==> src/rtl/tx_word_queue.sv <==
// tx_word_queue
//   Buffers 16-bit words from the core. Hands them one at a time to the
//   transceiver send port. Each word is issued with a one-cycle
//   data_send_valid pulse. data_send is held stable until data_send_done
//   arrives. A watchdog re-issues the head word if done never comes. After
//   MAX_RETRY re-issues the word is dropped, err_timeout pulses and
//   drop_count advances.
//
// Ports
//   clk             : clock, rising edge
//   rstb            : asynchronous active-high reset
//   wr_data         : word from the core
//   wr_valid        : wr_data valid; accepted when wr_valid & wr_ready
//   wr_ready        : queue not full
//   data_send       : word to the transceiver, held from issue to done/timeout
//   data_send_valid : one-cycle issue pulse
//   data_send_done  : one-cycle pulse, word fully transmitted
//   count           : words held, including the in-flight head
//   busy            : high in ISSUE or WAIT
//   err_timeout     : one-cycle pulse when a word is dropped
//   drop_count      : dropped words, saturating at 255
module tx_word_queue #(
  parameter int DEPTH        = 8,
  parameter int TIMEOUT_CLKS = 16384,
  parameter int MAX_RETRY    = 2
) (
  input  logic                     clk,
  input  logic                     rstb,
  input  logic [15:0]              wr_data,
  input  logic                     wr_valid,
  output logic                     wr_ready,
  output logic [15:0]              data_send,
  output logic                     data_send_valid,
  input  logic                     data_send_done,
  output logic [$clog2(DEPTH):0]   count,
  output logic                     busy,
  output logic                     err_timeout,
  output logic [7:0]               drop_count
);

  localparam int AW = $clog2(DEPTH);
  localparam int CW = AW + 1;
  localparam int TW = $clog2(TIMEOUT_CLKS);
  localparam int RW = 3;

  typedef enum logic [1:0] {
    IDLE  = 2'd0,
    ISSUE = 2'd1,
    WAIT  = 2'd2
  } state_t;

  state_t         state_q, state_d;
  logic [AW-1:0]  wr_ptr_q, wr_ptr_d;
  logic [AW-1:0]  rd_ptr_q, rd_ptr_d;
  logic [CW-1:0]  count_q, count_d;
  logic [TW-1:0]  timer_q, timer_d;
  logic [RW-1:0]  retry_q, retry_d;
  logic [15:0]    data_send_q, data_send_d;
  logic           valid_q, valid_d;
  logic           err_q, err_d;
  logic [7:0]     drop_q, drop_d;

  logic [15:0]    mem_q [DEPTH];
  logic [15:0]    head;
  logic           push;
  logic           pop;

  // Full check uses the registered count only, so a pop on the same edge
  // never frees a slot for a write.
  assign wr_ready        = (count_q != CW'(DEPTH));
  assign push            = wr_valid & wr_ready;
  assign head            = mem_q[rd_ptr_q];

  assign data_send       = data_send_q;
  assign data_send_valid = valid_q;
  assign count           = count_q;
  assign busy            = (state_q != IDLE);
  assign err_timeout     = err_q;
  assign drop_count      = drop_q;

  // Storage array has no reset; stale contents are unreachable once the
  // pointers and count are cleared.
  always_ff @(posedge clk) begin
    if (push) begin
      mem_q[wr_ptr_q] <= wr_data;
    end
  end

  // Issue/wait sequencing. The head leaves the FIFO only on done or drop.
  // Done takes priority over timer expiry.
  always_comb begin
    state_d     = state_q;
    timer_d     = timer_q;
    retry_d     = retry_q;
    data_send_d = data_send_q;
    valid_d     = 1'b0;
    err_d       = 1'b0;
    drop_d      = drop_q;
    pop         = 1'b0;

    case (state_q)
      IDLE: begin
        if (count_q != '0) begin
          state_d     = ISSUE;
          data_send_d = head;
          valid_d     = 1'b1;
          timer_d     = '0;
          retry_d     = '0;
        end
      end
      ISSUE: begin
        state_d = WAIT;
      end
      WAIT: begin
        if (data_send_done) begin
          pop     = 1'b1;
          state_d = IDLE;
        end else if (timer_q == TW'(TIMEOUT_CLKS - 1)) begin
          if (retry_q != RW'(MAX_RETRY)) begin
            retry_d     = retry_q + RW'(1);
            state_d     = ISSUE;
            data_send_d = head;
            valid_d     = 1'b1;
            timer_d     = '0;
          end else begin
            pop     = 1'b1;
            err_d   = 1'b1;
            state_d = IDLE;
            if (drop_q != 8'hFF) begin
              drop_d = drop_q + 8'd1;
            end
          end
        end else begin
          timer_d = timer_q + TW'(1);
        end
      end
      default: begin
        state_d = IDLE;
      end
    endcase
  end

  // FIFO pointer and occupancy update; a simultaneous push and pop leaves
  // the count unchanged.
  always_comb begin
    wr_ptr_d = wr_ptr_q;
    rd_ptr_d = rd_ptr_q;
    count_d  = count_q;
    if (push) begin
      wr_ptr_d = wr_ptr_q + AW'(1);
    end
    if (pop) begin
      rd_ptr_d = rd_ptr_q + AW'(1);
    end
    case ({push, pop})
      2'b10:   count_d = count_q + CW'(1);
      2'b01:   count_d = count_q - CW'(1);
      default: count_d = count_q;
    endcase
  end

  // Register stage for all control state and outputs.
  always_ff @(posedge clk or posedge rstb) begin
    if (rstb) begin
      state_q     <= IDLE;
      wr_ptr_q    <= '0;
      rd_ptr_q    <= '0;
      count_q     <= '0;
      timer_q     <= '0;
      retry_q     <= '0;
      data_send_q <= '0;
      valid_q     <= 1'b0;
      err_q       <= 1'b0;
      drop_q      <= '0;
    end else begin
      state_q     <= state_d;
      wr_ptr_q    <= wr_ptr_d;
      rd_ptr_q    <= rd_ptr_d;
      count_q     <= count_d;
      timer_q     <= timer_d;
      retry_q     <= retry_d;
      data_send_q <= data_send_d;
      valid_q     <= valid_d;
      err_q       <= err_d;
      drop_q      <= drop_d;
    end
  end

endmodule

==> config.mk <==
export PLATFORM = sky130hd
export DESIGN_NAME = tx_word_queue
export DESIGN_NICKNAME = d
export VERILOG_FILES = /design/src/rtl/tx_word_queue.sv
export SDC_FILE = /design/constraint.sdc
export NUM_CORES = 1
export LEC_CHECK = 0
export BUFFER_PORTS_ARGS = -buffer_cell sky130_fd_sc_hd__buf_2
export CORE_ASPECT_RATIO = 1.4
export CORE_MARGIN = 2
export CORE_UTILIZATION = 30
export CTS_CLUSTER_SIZE = 8
export DETAILED_ROUTE_END_ITERATION = 16
export PLACE_DENSITY = 0.44
export SLEW_MARGIN = 20
export SYNTH_ARGS = -nofsm -noshare
export SYNTH_HDL_FRONTEND = slang
export SYNTH_SLANG_ARGS = --single-unit
export TNS_END_PERCENT = 50
==> constraint.sdc <==
create_clock -name clk -period 3.5 [get_ports clk]
set_input_delay 0.35 -clock clk [delete_from_list [all_inputs] [get_ports clk]]
set_output_delay 0.35 -clock clk [all_outputs]
set_load 0.02 [all_outputs]
==> metrics.log, run 1 <==
[metrics] first-pass iteration count of the detailed router: 4
[metrics] Min Hold Slack: 0.03695 ns
[metrics] CTS root buf: clkbuf_16
[metrics] Slew @ Worst Pin: about 0.82 ns
[metrics] worst slew margin relative to its limit: 0.4541
[metrics] DRC Markers: 0
[metrics] num rows: around 70
[metrics] WP data required: roughly 3.9 ns
[metrics] cell types with the largest area share after synthesis: edfxtp_1, dfrtp_1, mux4_2, mux2i_1, nand2_1
[metrics] status: finished, final reports clean
[metrics] wire length of the first global-routing pass: 25000 um
[metrics] Post-synth ARST share: 0.3005
[metrics] cells on worst reg2reg path: 10
[metrics] total die area: ~0.026 sq mm
[metrics] Setup crit start kind: register
[metrics] predominant post-synthesis flop cell: edfxtp_1
[metrics] largest family of logic cells by synthesized area: multiplexers
[metrics] Max Freq: approximately 340 MHz
[metrics] average wire per standard cell: approximately 19 um
[metrics] fraction of layout cells with a size suffix above 1: 0.2836
[metrics] HPWL after detailed placement: ~9800 um
[metrics] number of nets in the layout: 545
[metrics] Synth Area in Compound Gates: 0.04726
[metrics] htree depth: 4
[metrics] fin. max-slew vios: 0
[metrics] Register-to-Register Setup Slack: 0.57 ns
[metrics] Max IR drop VDD: 0.0003243 V
[metrics] proportion of synthesized area in mux cells: 0.1225
[metrics] clock tree skew after final layout: between 0.015 and 0.02 ns
[metrics] portion of synthesized cell area occupied by the leading cell type: 0.5148
[metrics] Setup Slack @ Placement: about 0.55 ns
[metrics] post-synthesis net count: 478
[metrics] placed cell area: about 0.0081 sq mm
[metrics] IO buf count: 51
[metrics] power density over the cells: roughly 800 mW/mm^2
[metrics] number of clock sinks: around 180
[metrics] hold buffer count at cts: 0
[metrics] Post-synth EDFFs: 128
[metrics] FF-to-FF End: count[3]$_DFFE_PP0P_
[metrics] Syn. warnings: 0
[metrics] Vert. Die Dim: between 150 and 200 um
[metrics] arrival time at the worst endpoint: 3.29 ns
[metrics] number of setup buffers added after CTS: 0
[metrics] Design Area, Final: just under 0.009 sq mm
[metrics] Final Wtd Congestion: 0.7684
[metrics] Final Routed Wirelength: ~16000 um
[metrics] Setup Total Neg Slack: 0 ns
[metrics] clock slew seen by the registers of the worst setup and hold paths: roughly 0.08 ns
[metrics] horizontal die dimension: ~140 um
[metrics] clock network latency to the later pin of the worst-skew pair: ~0.43 ns
[metrics] Setup-failing EPs final: 0
[metrics] synthesized instance count: around 450
[metrics] final setup slack of the worst path: 0.5667 ns
[metrics] Overall Global Routing Usage: 0.1299
[metrics] leading cell types in the layout, fill and taps excluded: edfxtp_1, dfrtp_1, buf_2
[metrics] Post-Synth Adder-Cell Area: 0.01508
[metrics] total leakage power: about 3.2 nW
[metrics] final core area utilization: 0.3562
[metrics] post-synthesis cell area: 0.007466 sq mm
[metrics] worst-path fanout max: 8
[metrics] Hold Fails Final Rpt: 0
[metrics] TritonCTS clock tree: yes
[metrics] antenna diode count: 0
[metrics] Hold Path Class: input port to async pin
[metrics] Resized Gates After CTS: 0
[metrics] standard cell core area: between 0.02 and 0.025 sq mm
[metrics] xor and xnor fraction of the mapped netlist area: 0.02581
[metrics] share of synthesized area occupied by flip-flops and latches: 0.6992
[metrics] vias in the first global route: around 4300
[metrics] RSZ-0062 raised after global routing: false
[metrics] maximum count of clock buffers along a single path: 2
[metrics] Mean Syn Cell Area: approximately 17 sq um
[metrics] remaining antenna violation count after routing: 0
[metrics] synthesis-to-finish area growth: 17.33%
[metrics] Starting Density: 0.3036
[metrics] average vias per placed instance: 4.796
[metrics] DR vias: approximately 4000
[metrics] ports placed on the boundary: 52
[metrics] source of the worst register-to-register timing path: timer_q[0]$_DFFE_PP0P_
[metrics] number of register bits inferred by synthesis: about 180
[metrics] time the worst path needs with I/O delays and setup: between 2 and 3 ns
[metrics] area share of and/or/nand/nor cells after synthesis: 0.07139
[metrics] most common cell after layout, fill and taps aside: edfxtp_1
[metrics] share of the clock period used by the worst path after layout: 0.8381
[metrics] kind of capture point of the worst setup path: register
[metrics] library cell occupying the most area in the post-synthesis netlist: edfxtp_1
[metrics] FILL cells: 2343
[metrics] worst setup path class: register to register
[metrics] drt initial violations: ~230
[metrics] max-cap violation count: 0
[metrics] initial antenna violation count: 1
[metrics] number of unique standard cell types used by synthesis: 50
[metrics] number of buffers created by CTS: 17
[metrics] GRT Residual Overflow: 0
[metrics] largest net degree at the start of global routing: 44
[sequential cells by signal, indices dropped and copies added (netlist names)]
signal           count
count                4
rd_ptr_q             3
err_timeout          1
data_send           16
wr_ptr_q             3
timer_q             14
state_q              2
mem_q              128
data_send_valid      1
retry_q              3
drop_count           8
[synthesized netlist by cell type (4+ instances only)]
master    number
buf_2          5
ha_1           9
clkbuf_1       6
nor2_1        17
nand3_1       11
nand4_1        5
a21oi_1        7
mux2i_1       16
xnor2_1       14
dfrtp_1       55
nand2_1       40
inv_1          6
and3_1         4
xor2_1         8
edfxtp_1     128
nor3_1         7
o21ai_0       24
mux4_2        32
[final cells by class]
cell class	count	area (sq um)	area share
Clock buffer	17	425.4	0.04856
Tap cell	315	394.1	0.04499
Inverter	7	27.53	0.003142
Multi-Input combinational cell	240	2116	0.2415
Sequential cell	183	5221	0.5961
Clock inverter	15	200.2	0.02285
Timing Repair Buffer	67	375.4	0.04285
[stage by stage]
step,power [mW],instances
final,7.044,844
after global routing,7.476,844
after CTS,7.194,844
after detailed placement,5.193,812
after global placement,5.158,812
after floorplan,4.496,449
[critical path, cell delays in order, from the launching register on]
cell and delay, ns:
dfrtp_1 0.40, ha_1 0.20, and4_1 0.26, nand4_2 0.26, o21ai_1 0.47, ha_1 0.34
or3b_2 0.46, o21ai_0 0.08, nand3b_1 0.09, a21oi_1 0.16, xor2_1 0.15
[logic make-up after synthesis]
group / after synthesis
buffers and inverters: 26
multiplexers: 51
flip-flops: 183
AND/OR/NAND/NOR: 105
adder cells (fa/ha/maj): 9
AO/OA/AOI/OAI: 53
XOR/XNOR: 22
[per-layer routing]
| metal | global-route usage | routed length (um) |
|---|---|---|
| met2 | 0.2262 | 8292 |
| met4 | 0.04005 | 194 |
| met1 | 0.1575 | 6802 |
| met5 | 0 | 0 |
| met3 | 0.03163 | 511 |
[power by group]
part,internal (mW),switching [mW]
registers,2.75,0.276
logic,0.858,1.18
clock network,1.04,0.942
total,4.65,2.40
[worst max path at each step]
stage	startpoint	slack, ns	end
6_report	timer_q[0]$_DFFE_PP0P_	0.57	count[3]$_DFFE_PP0P_
4_1_cts	timer_q[0]$_DFFE_PP0P_	0.54	count[3]$_DFFE_PP0P_
3_3_place_gp	timer_q[0]$_DFFE_PP0P_	0.61	count[3]$_DFFE_PP0P_
3_5_place_dp	timer_q[0]$_DFFE_PP0P_	0.55	count[3]$_DFFE_PP0P_
5_1_grt	timer_q[0]$_DFFE_PP0P_	0.31	count[3]$_DFFE_PP0P_
2_1_floorplan	count[1]$_DFFE_PP0P_	0.58	mem_q[0][0]$_DFFE_PP_
(Power assumes the default switching activity.)
==> run 2: changes to the inputs <==
--- a/config.mk
+++ b/config.mk
@@ -5,6 +5,7 @@
 export SDC_FILE = /design/constraint.sdc
 export NUM_CORES = 1
 export LEC_CHECK = 0
+export ABC_AREA = 1
 export BUFFER_PORTS_ARGS = -buffer_cell sky130_fd_sc_hd__buf_2
 export CORE_ASPECT_RATIO = 1.4
 export CORE_MARGIN = 2
==> constraint.sdc (replaced) <==
create_clock -name clk -period 3 [get_ports clk]
set_input_delay 0.3 -clock clk [delete_from_list [all_inputs] [get_ports clk]]
set_output_delay 0.3 -clock clk [all_outputs]
set_load 0.02 [all_outputs]
==> run 2 against run 1 <==
Net effect:
- clock power is 15% higher
- highest routed layer unchanged
- largest power group unchanged
- global-route usage is 1.6 points higher
- via count is 29% higher
- die area is 5.9% higher
- flip-flop and latch count stayed put
- combinational power is 48% higher
- count of clock-buffer cells in the layout is 8 higher
- sequential share of layout area is 2.9 points lower
- synthesized cell count is 63% higher
- largest cell class unchanged
- sequential power is 13% higher
==> metrics.log, run 2 <==
[metrics] status: finished, final reports clean (unchanged)
[metrics] post-synthesis net count: 759 (was 478)
[metrics] worst-path fanout max: 7 (was 8)
[metrics] post-synthesis cell area: 0.007921 sq mm (was 0.007466 sq mm)
[metrics] Syn. warnings: 0 (unchanged)
[metrics] arrival time at the worst endpoint: 2.79 ns (was 3.29 ns)
[metrics] total die area: 0.02774 sq mm (was 0.02618 sq mm)
[metrics] Setup crit start kind: register (unchanged)
[metrics] num rows: 70 (was 68)
[metrics] RSZ-0062 raised after global routing: false (unchanged)
[metrics] GRT Residual Overflow: 0 (unchanged)
[metrics] top cells by instance count after synthesis: nand2_1, edfxtp_1, nor2_1, o21ai_0, dfrtp_1 (was edfxtp_1, dfrtp_1, nand2_1, mux4_2, o21ai_0)
[metrics] htree depth: 4 (unchanged)
[metrics] antenna diode count: 0 (unchanged)
[metrics] drt initial violations: 283 (was 227)
[metrics] predominant post-synthesis flop cell: edfxtp_1 (unchanged)
[metrics] Vert. Die Dim: 196.3 um (was 190.7 um)
[metrics] Register-to-Register Setup Slack: 0.52 ns (was 0.57 ns)
[metrics] library cell occupying the most area in the post-synthesis netlist: edfxtp_1 (unchanged)
[metrics] FF-to-FF End: count[1]$_DFFE_PP0P_ (was count[3]$_DFFE_PP0P_)
[metrics] final core area utilization: 0.3537 (was 0.3562)
[metrics] count leader, synth: nand2_1 (was edfxtp_1)
[metrics] DR vias: 5235 (was 4048)
[metrics] fraction of layout cells with a size suffix above 1: 0.1820 (was 0.2836)
[metrics] most common cell after layout, fill and taps aside: nand2_1 (was edfxtp_1)
[metrics] Hold Fails Final Rpt: 0 (unchanged)
[metrics] number of clock sinks: 183 (unchanged)
[metrics] Slew @ Worst Pin: 0.7789 ns (was 0.8179 ns)
[metrics] average wire per standard cell: 16.89 um (was 18.72 um)
[metrics] IO buf count: 51 (unchanged)
[metrics] Final Routed Wirelength: 19020 um (was 15800 um)
[metrics] HPWL after detailed placement: 11570 um (was 9806 um)
[metrics] total leakage power: 3.699 nW (was 3.238 nW)
[metrics] time the worst path needs with I/O delays and setup: 2.475 ns (was 2.933 ns)
[metrics] count of placed standard cells in the final layout, fillers left out: 1126 (was 844)
[metrics] initial antenna violation count: 0 (was 1)
[metrics] number of setup buffers added after CTS: 0 (unchanged)
[metrics] Post-synth EDFFs: 128 (unchanged)
[metrics] cells on worst reg2reg path: 11 (was 10)
[metrics] placed cell area: 0.008594 sq mm (was 0.008133 sq mm)
[metrics] FILL cells: 2581 (was 2343)
[metrics] horizontal die dimension: 141.3 um (was 137.3 um)
[metrics] worst setup path class: register to register (unchanged)
[metrics] worst slew margin relative to its limit: 0.4800 (was 0.4541)
[metrics] share of synthesized area occupied by flip-flops and latches: 0.6590 (was 0.6992)
[metrics] vias in the first global route: 5216 (was 4330)
[metrics] first-pass iteration count of the detailed router: 4 (unchanged)
[metrics] Sequential cell area: 0.005221 sq mm (unchanged)
[metrics] power density over the cells: 945.9 mW/mm^2 (was 804.2 mW/mm^2)
[metrics] Overall Global Routing Usage: 0.1456 (was 0.1299)
[metrics] Setup-failing EPs final: 0 (unchanged)
[metrics] Max Freq: 404.0 MHz (was 340.9 MHz)
[metrics] kind of capture point of the worst setup path: register (unchanged)
[metrics] Design Area, Final: 0.009200 sq mm (was 0.008760 sq mm)
[metrics] clock tree skew after final layout: 0.009748 ns (was 0.01506 ns)
[metrics] synthesis-to-finish area growth: 16.14% (was 17.33%)
[metrics] CTS root buf: clkbuf_16 (unchanged)
[metrics] Starting Density: 0.3045 (was 0.3036)
[metrics] standard cell core area: 0.02601 sq mm (was 0.02459 sq mm)
[metrics] Total Power Consumption: 8.702 mW (was 7.044 mW)
[metrics] Hold Path Class: input port to async pin (unchanged)
[metrics] fin. max-slew vios: 0 (unchanged)
[metrics] source of the worst register-to-register timing path: timer_q[0]$_DFFE_PP0P_ (unchanged)
[metrics] remaining antenna violation count after routing: 0 (unchanged)
[metrics] wire length of the first global-routing pass: 30160 um (was 25000 um)
[metrics] Mean Syn Cell Area: 10.85 sq um (was 16.63 sq um)
[metrics] number of register bits inferred by synthesis: 183 (unchanged)
[metrics] timing endpoint of the critical path: count[1]$_DFFE_PP0P_ (was count[3]$_DFFE_PP0P_)
[metrics] cell types with the largest area share after synthesis: edfxtp_1, dfrtp_1, nand2_1, o21ai_0, nor2_1 (was edfxtp_1, dfrtp_1, mux4_2, mux2i_1, nand2_1)
[metrics] clock slew seen by the registers of the worst setup and hold paths: 0.06 ns (was 0.08 ns)
[metrics] max-cap violation count: 0 (unchanged)
[metrics] Post-synth ARST share: 0.3005 (unchanged)
[metrics] clock network latency to the later pin of the worst-skew pair: 0.43 ns (about the same)
[metrics] leading cell types in the layout, fill and taps excluded: nand2_1, edfxtp_1, nor2_1 (was edfxtp_1, dfrtp_1, buf_2)
[metrics] portion of synthesized cell area occupied by the leading cell type: 0.4852 (was 0.5148)
[metrics] Multi-input gate area: 0.002402 sq mm (was 0.002116 sq mm)
[metrics] DRC Markers: 0 (unchanged)
[metrics] max FFs per register: 128 (unchanged)
[metrics] number of nets in the layout: 818 (was 545)
[metrics] Max IR drop VDD: 0.0003309 V (was 0.0003243 V)
[metrics] ports placed on the boundary: 52 (unchanged)
[metrics] TritonCTS clock tree: yes (unchanged)
[metrics] synthesized instance count: 730 (was 449)
[metrics] maximum count of clock buffers along a single path: 2 (unchanged)
[metrics] Final Wtd Congestion: 0.7289 (was 0.7684)
[metrics] Worst setup startpoint: timer_q[0]$_DFFE_PP0P_ (unchanged)
[metrics] share of the clock period used by the worst path after layout: 0.8251 (was 0.8381)
[metrics] WP data required: 3.31 ns (was 3.86 ns)
[metrics] largest net degree at the start of global routing: 67 (was 44)
[metrics] largest reg by FF count: mem_q (unchanged)
[metrics] Resized Gates After CTS: 0 (unchanged)
[metrics] number of unique standard cell types used by synthesis: 36 (was 50)
[metrics] Setup Total Neg Slack: 0 ns (unchanged)
[metrics] number of buffers created by CTS: 17 (unchanged)
[metrics] average vias per placed instance: 4.649 (was 4.796)
[metrics] total placed cells including tap cells: 1094 (was 812)
[metrics] hold buffer count at cts: 0 (unchanged)
[run 2: kinds of logic after synthesis]
logic type | after synthesis | synth area share
fa+ha+maj | 9 | 0.01422
xor+xnor | 17 | 0.01880
compound gates | 127 | 0.09067
flops | 183 | 0.6590
simple gates | 321 | 0.1756
buf+inv | 72 | 0.04028
mux | 1 | 0.001421
[run 2: area by class of cell]
cell class,count,share of cell area
multi-input combinational,475,0.2611
tap,324,0.04406
sequential,183,0.5675
timing repair buffer,68,0.04298
clock inverter,7,0.009792
inverter,44,0.01850
clock buffer,25,0.05603
[run 2: through the flow]
| step | setup WS [ns] | hold WS, ns |
|---|---|---|
| global route | 0.3267 | 0.07104 |
| CTS | 0.5078 | 0.03342 |
| detailed placement | 0.5234 | 0.4607 |
| floorplan | 0.5859 | 0.3780 |
| finish | 0.5246 | 0.01716 |
| global placement | 0.5709 | 0.4622 |
[run 2: worst min-delay path by stage]
stage | start | endpoint | slack [ns] | cells after the start
final | rstb | count[3]$_DFFE_PP0P_ | 0.02 | 2
after global placement | data_send[4]$_DFFE_PP0P_ | data_send[4]$_DFFE_PP0P_ | 0.46 | 2
after detailed placement | data_send[13]$_DFFE_PP0P_ | data_send[13]$_DFFE_PP0P_ | 0.46 | 2
after CTS | rstb | timer_q[4]$_DFFE_PP0P_ | 0.03 | 2
after floorplan | data_send_done | err_timeout$_DFF_PP0_ | 0.38 | 1
after global routing | rstb | timer_q[4]$_DFFE_PP0P_ | 0.07 | 2
[run 2: critical path, stage by stage, from the launching register on]
cell	delay, ns
dfrtp_1	0.46
ha_1	0.22
nand2_2	0.08
nor2_4	0.14
nand2_4	0.11
inv_2	0.08
nand3_4	0.09
o21ai_2	0.16
ha_1	0.29
xor2_1	0.21
ha_1	0.25
mux2_2	0.25
[run 2: per-layer routing]
metal / GRT usage / share of wire / up-vias
met4: 0.04926 / 0.017 / 0
met3: 0.03295 / 0.034 / 24
met5: 0 / 0 / -
li1: - / - / 2600
met1: 0.1717 / 0.43 / 2533
met2: 0.2602 / 0.51 / 78
[run 2: where the power goes]
group	internal [mW]	total, mW	switching (mW)
clock	1.36	2.27	0.909
sequential	3.21	3.41	0.207
combinational	0.865	3.02	2.16
==> run 3: changes to the inputs <==
--- a/config.mk
+++ b/config.mk
@@ -5,7 +5,7 @@
 export SDC_FILE = /design/constraint.sdc
 export NUM_CORES = 1
 export LEC_CHECK = 0
-export ABC_AREA = 1
+export ABC_AREA = 0
 export BUFFER_PORTS_ARGS = -buffer_cell sky130_fd_sc_hd__buf_2
 export CORE_ASPECT_RATIO = 1.4
 export CORE_MARGIN = 2
==> constraint.sdc (replaced) <==
create_clock -name clk -period 2.4 [get_ports clk]
set_input_delay 0.24 -clock clk [delete_from_list [all_inputs] [get_ports clk]]
set_output_delay 0.24 -clock clk [all_outputs]
set_load 0.02 [all_outputs]
==> run 3 against run 2 <==
Net effect:
- sequential power up 27%
- clock skew up 0.0061 ns
- flip-flop and latch count unchanged
- maximum frequency up 6.9%
- wire length down 16%
- global-route usage down 1.3 points
- first-iteration DRC count down 27%
- final area down 1.8%
- combinational power up 10%
==> metrics.log, run 3 (synthesized netlist as in run 1, its figures left out) <==
[metrics] TritonCTS clock tree: yes (unchanged)
[metrics] kind of capture point of the worst setup path: register (unchanged)
[metrics] time the worst path needs with I/O delays and setup: 2.317 ns (was 2.475 ns)
[metrics] num rows: 68 (was 70)
[metrics] Hold Path Class: input port to register (was input port to async pin)
[metrics] arrival time at the worst endpoint: 2.68 ns (was 2.79 ns)
[metrics] delay of the slowest critical-path stage: 0.37 ns (was 0.46 ns)
[metrics] average wire per standard cell: 18.70 um (was 16.89 um)
[metrics] number of buffers and inverters on the critical path: 1 (unchanged)
[metrics] WP data required: 2.76 ns (was 3.31 ns)
[metrics] initial antenna violation count: 0 (unchanged)
[metrics] fin. max-slew vios: 0 (unchanged)
[metrics] Total Power Consumption: 10.53 mW (was 8.702 mW)
[metrics] antenna diode count: 0 (unchanged)
[metrics] largest reg by FF count: mem_q (unchanged)
[metrics] CP Cell Sequence: ha_2 -> and4_4 -> nand4_4 -> o21ai_4 -> ha_4 -> buf_4 -> xor2_2 -> ha_2 -> a21oi_1 -> xor2_1 -> nor2_1 -> xor2_1 (was ha_1 -> nand2_2 -> nor2_4 -> nand2_4 -> inv_2 -> nand3_4 -> o21ai_2 -> ha_1 -> xor2_1 -> ha_1 -> mux2_2)
[metrics] Max Freq: 431.7 MHz (was 404.0 MHz)
[metrics] worst-path fanout max: 4 (was 7)
[metrics] Setup-failing EPs final: 0 (unchanged)
[metrics] total die area: 0.02618 sq mm (was 0.02774 sq mm)
[metrics] Overall Global Routing Usage: 0.1325 (was 0.1456)
[metrics] cell with the biggest individual delay on the critical path: dfrtp_1 (unchanged)
[metrics] most common cell after layout, fill and taps aside: edfxtp_1 (was nand2_1)
[metrics] vias in the first global route: 4451 (was 5216)
[metrics] WHS Path Cells: 1
[metrics] GRT Residual Overflow: 0 (unchanged)
[metrics] Largest delay share family, worst path: adder cells (unchanged)
[metrics] HPWL after detailed placement: 9989 um (was 11570 um)
[metrics] power density over the cells: 1165 mW/mm^2 (was 945.9 mW/mm^2)
[metrics] Final Routed Wirelength: 16050 um (was 19020 um)
[metrics] placed cell area: 0.008341 sq mm (was 0.008594 sq mm)
[metrics] maximum count of clock buffers along a single path: 2 (unchanged)
[metrics] Setup crit start kind: register (unchanged)
[metrics] total leakage power: 3.346 nW (was 3.699 nW)
[metrics] Final Wtd Congestion: 0.7183 (was 0.7289)
[metrics] worst setup path class: register to register (unchanged)
[metrics] cells on worst reg2reg path: 12 (was 11)
[metrics] CTS root buf: clkbuf_16 (unchanged)
[metrics] clock slew seen by the registers of the worst setup and hold paths: 0.08 ns (was 0.06 ns)
[metrics] clock tree skew after final layout: 0.01589 ns (was 0.009748 ns)
[metrics] Design Area, Final: 0.009036 sq mm (was 0.009200 sq mm)
[metrics] number of buffers created by CTS: 17 (unchanged)
[metrics] RSZ-0062 raised after global routing: true (was false)
[metrics] Vert. Die Dim: 190.7 um (was 196.3 um)
[metrics] worst slew margin relative to its limit: 0.6507 (was 0.4800)
[metrics] DRC Markers: 0 (unchanged)
[metrics] Max IR drop VDD: 0.0005831 V (was 0.0003309 V)
[metrics] first-pass iteration count of the detailed router: 4 (unchanged)
[metrics] hold endpoint: mem_q[6][9]$_DFFE_PP_
[metrics] FILL cells: 2323 (was 2581)
[metrics] remaining antenna violation count after routing: 0 (unchanged)
[metrics] IO buf count: 51 (unchanged)
[metrics] number of clock sinks: 183 (unchanged)
[metrics] htree depth: 4 (unchanged)
[metrics] average vias per placed instance: 4.818 (was 4.649)
[metrics] standard cell core area: 0.02459 sq mm (was 0.02601 sq mm)
[metrics] DR vias: 4134 (was 5235)
[metrics] wire length of the first global-routing pass: 25360 um (was 30160 um)
[metrics] largest net degree at the start of global routing: 39 (was 67)
[metrics] leading cell types in the layout, fill and taps excluded: edfxtp_1, dfrtp_1, buf_2 (was nand2_1, edfxtp_1, nor2_1)
[metrics] synthesis-to-finish area growth: 21.03% (was 16.14%)
[metrics] number of nets in the layout: 559 (was 818)
[metrics] ports placed on the boundary: 52 (unchanged)
[metrics] Register-to-Register Setup Slack: 0.08 ns (was 0.52 ns)
[metrics] share of the clock period used by the worst path after layout: 0.9653 (was 0.8251)
[metrics] source of the worst register-to-register timing path: timer_q[1]$_DFFE_PP0P_ (was timer_q[0]$_DFFE_PP0P_)
[metrics] max-cap violation count: 0 (unchanged)
[metrics] Starting Density: 0.3036 (was 0.3045)
[metrics] FF-to-FF End: count[2]$_DFFE_PP0P_ (was count[1]$_DFFE_PP0P_)
[metrics] drt initial violations: 208 (was 283)
[metrics] fraction of layout cells with a size suffix above 1: 0.3149 (was 0.1820)
[metrics] clock network latency to the later pin of the worst-skew pair: 0.43 ns (about the same)
[metrics] hold path startpoint: wr_data[9]
[metrics] horizontal die dimension: 137.3 um (was 141.3 um)
[metrics] status: finished, final reports clean (unchanged)
[metrics] max FFs per register: 128 (unchanged)
[metrics] Slew @ Worst Pin: 0.5231 ns (was 0.7789 ns)
[metrics] Hold Fails Final Rpt: 0 (unchanged)
run 3: cell types whose count changed in the layout (fill, tap and decap cells not counted), sizes merged, moves of 10 or more:
cell   delta
nand2   -148
buf      +12
nor2     -82
inv      -31
xnor2    +10
mux4     +32
mux2i    +16
o21ai    -62
o22ai    -31
nand3    -10
run 3: area by class of cell:
cell class / instances / area, sq um / share of cell area
flip-flops and latches: 183 / 5221 / 0.5778
multi-input cells: 240 / 2180 / 0.2412
inverters: 7 / 26.28 / 0.002908
repair buffers: 81 / 583.1 / 0.06453
clock buffers: 17 / 425.4 / 0.04708
clock inverters: 15 / 206.4 / 0.02285
well taps: 315 / 394.1 / 0.04362
run 3: what timing repair did:
action / in CTS / in global routing
pin swaps: 0 / 7
hold buffers: 1 / 0
setup endpoints to repair: 1 / 1
endpoints found under the hold margin: 17 / 0
setup buffers: 0 / 1
resized for setup: 2 / 10
run 3: power by group:
group	switching [mW]	leakage (nW)	internal [mW]
registers	0.315	1.87	4.01
logic	1.88	1.17	1.45
clock network	1.36	0.300	1.51
run 3: how the worst max path moves through the flow:
stage | to | depth (start not counted) | slack, ns | from
2_1_floorplan | mem_q[6][0]$_DFFE_PP_ | 6 | -0.10 | count[1]$_DFFE_PP0P_
3_3_place_gp | count[3]$_DFFE_PP0P_ | 10 | 0.001 | timer_q[1]$_DFFE_PP0P_
3_5_place_dp | count[3]$_DFFE_PP0P_ | 10 | -0.03 | timer_q[1]$_DFFE_PP0P_
4_1_cts | count[3]$_DFFE_PP0P_ | 10 | 0.03 | timer_q[1]$_DFFE_PP0P_
5_1_grt | count[2]$_DFFE_PP0P_ | 12 | -0.06 | timer_q[1]$_DFFE_PP0P_
6_report | count[2]$_DFFE_PP0P_ | 12 | 0.08 | timer_q[1]$_DFFE_PP0P_
run 3: through the flow:
stage | hold WS (ns) | instances | TNS [ns] | utilization | worst slack (ns)
after floorplan | 0.3291 | 449 | -4.856 | - | -0.1003
after global routing | 0.07444 | 858 | -0.05609 | 0.3675 | -0.05609
after CTS | 0.06020 | 857 | 0 | 0.3658 | 0.02674
final | 0.06703 | 858 | 0 | 0.3675 | 0.08336
after global placement | 0.3169 | 824 | 0 | 0.3392 | 0.001199
after detailed placement | 0.3266 | 824 | -0.03027 | 0.3392 | -0.03027
run 3: worst reg2reg max path: stages, from the launching register on:
cell and delay [ns]:
dfrtp_1 0.37, ha_2 0.20, and4_4 0.25, nand4_4 0.12
o21ai_4 0.23, ha_4 0.18, buf_4 0.13, xor2_2 0.15
ha_2 0.18, a21oi_1 0.04, xor2_1 0.14, nor2_1 0.12
xor2_1 0.14
run 3: per-layer routing:
| metal | vias up | part of all wire | global-route usage |
|---|---|---|---|
| met5 | - | 0 | 0 |
| met4 | 0 | 0.020 | 0.05194 |
| met3 | 22 | 0.036 | 0.02578 |
| met2 | 76 | 0.54 | 0.2384 |
| met1 | 2141 | 0.40 | 0.1529 |
| li1 | 1895 | - | - |
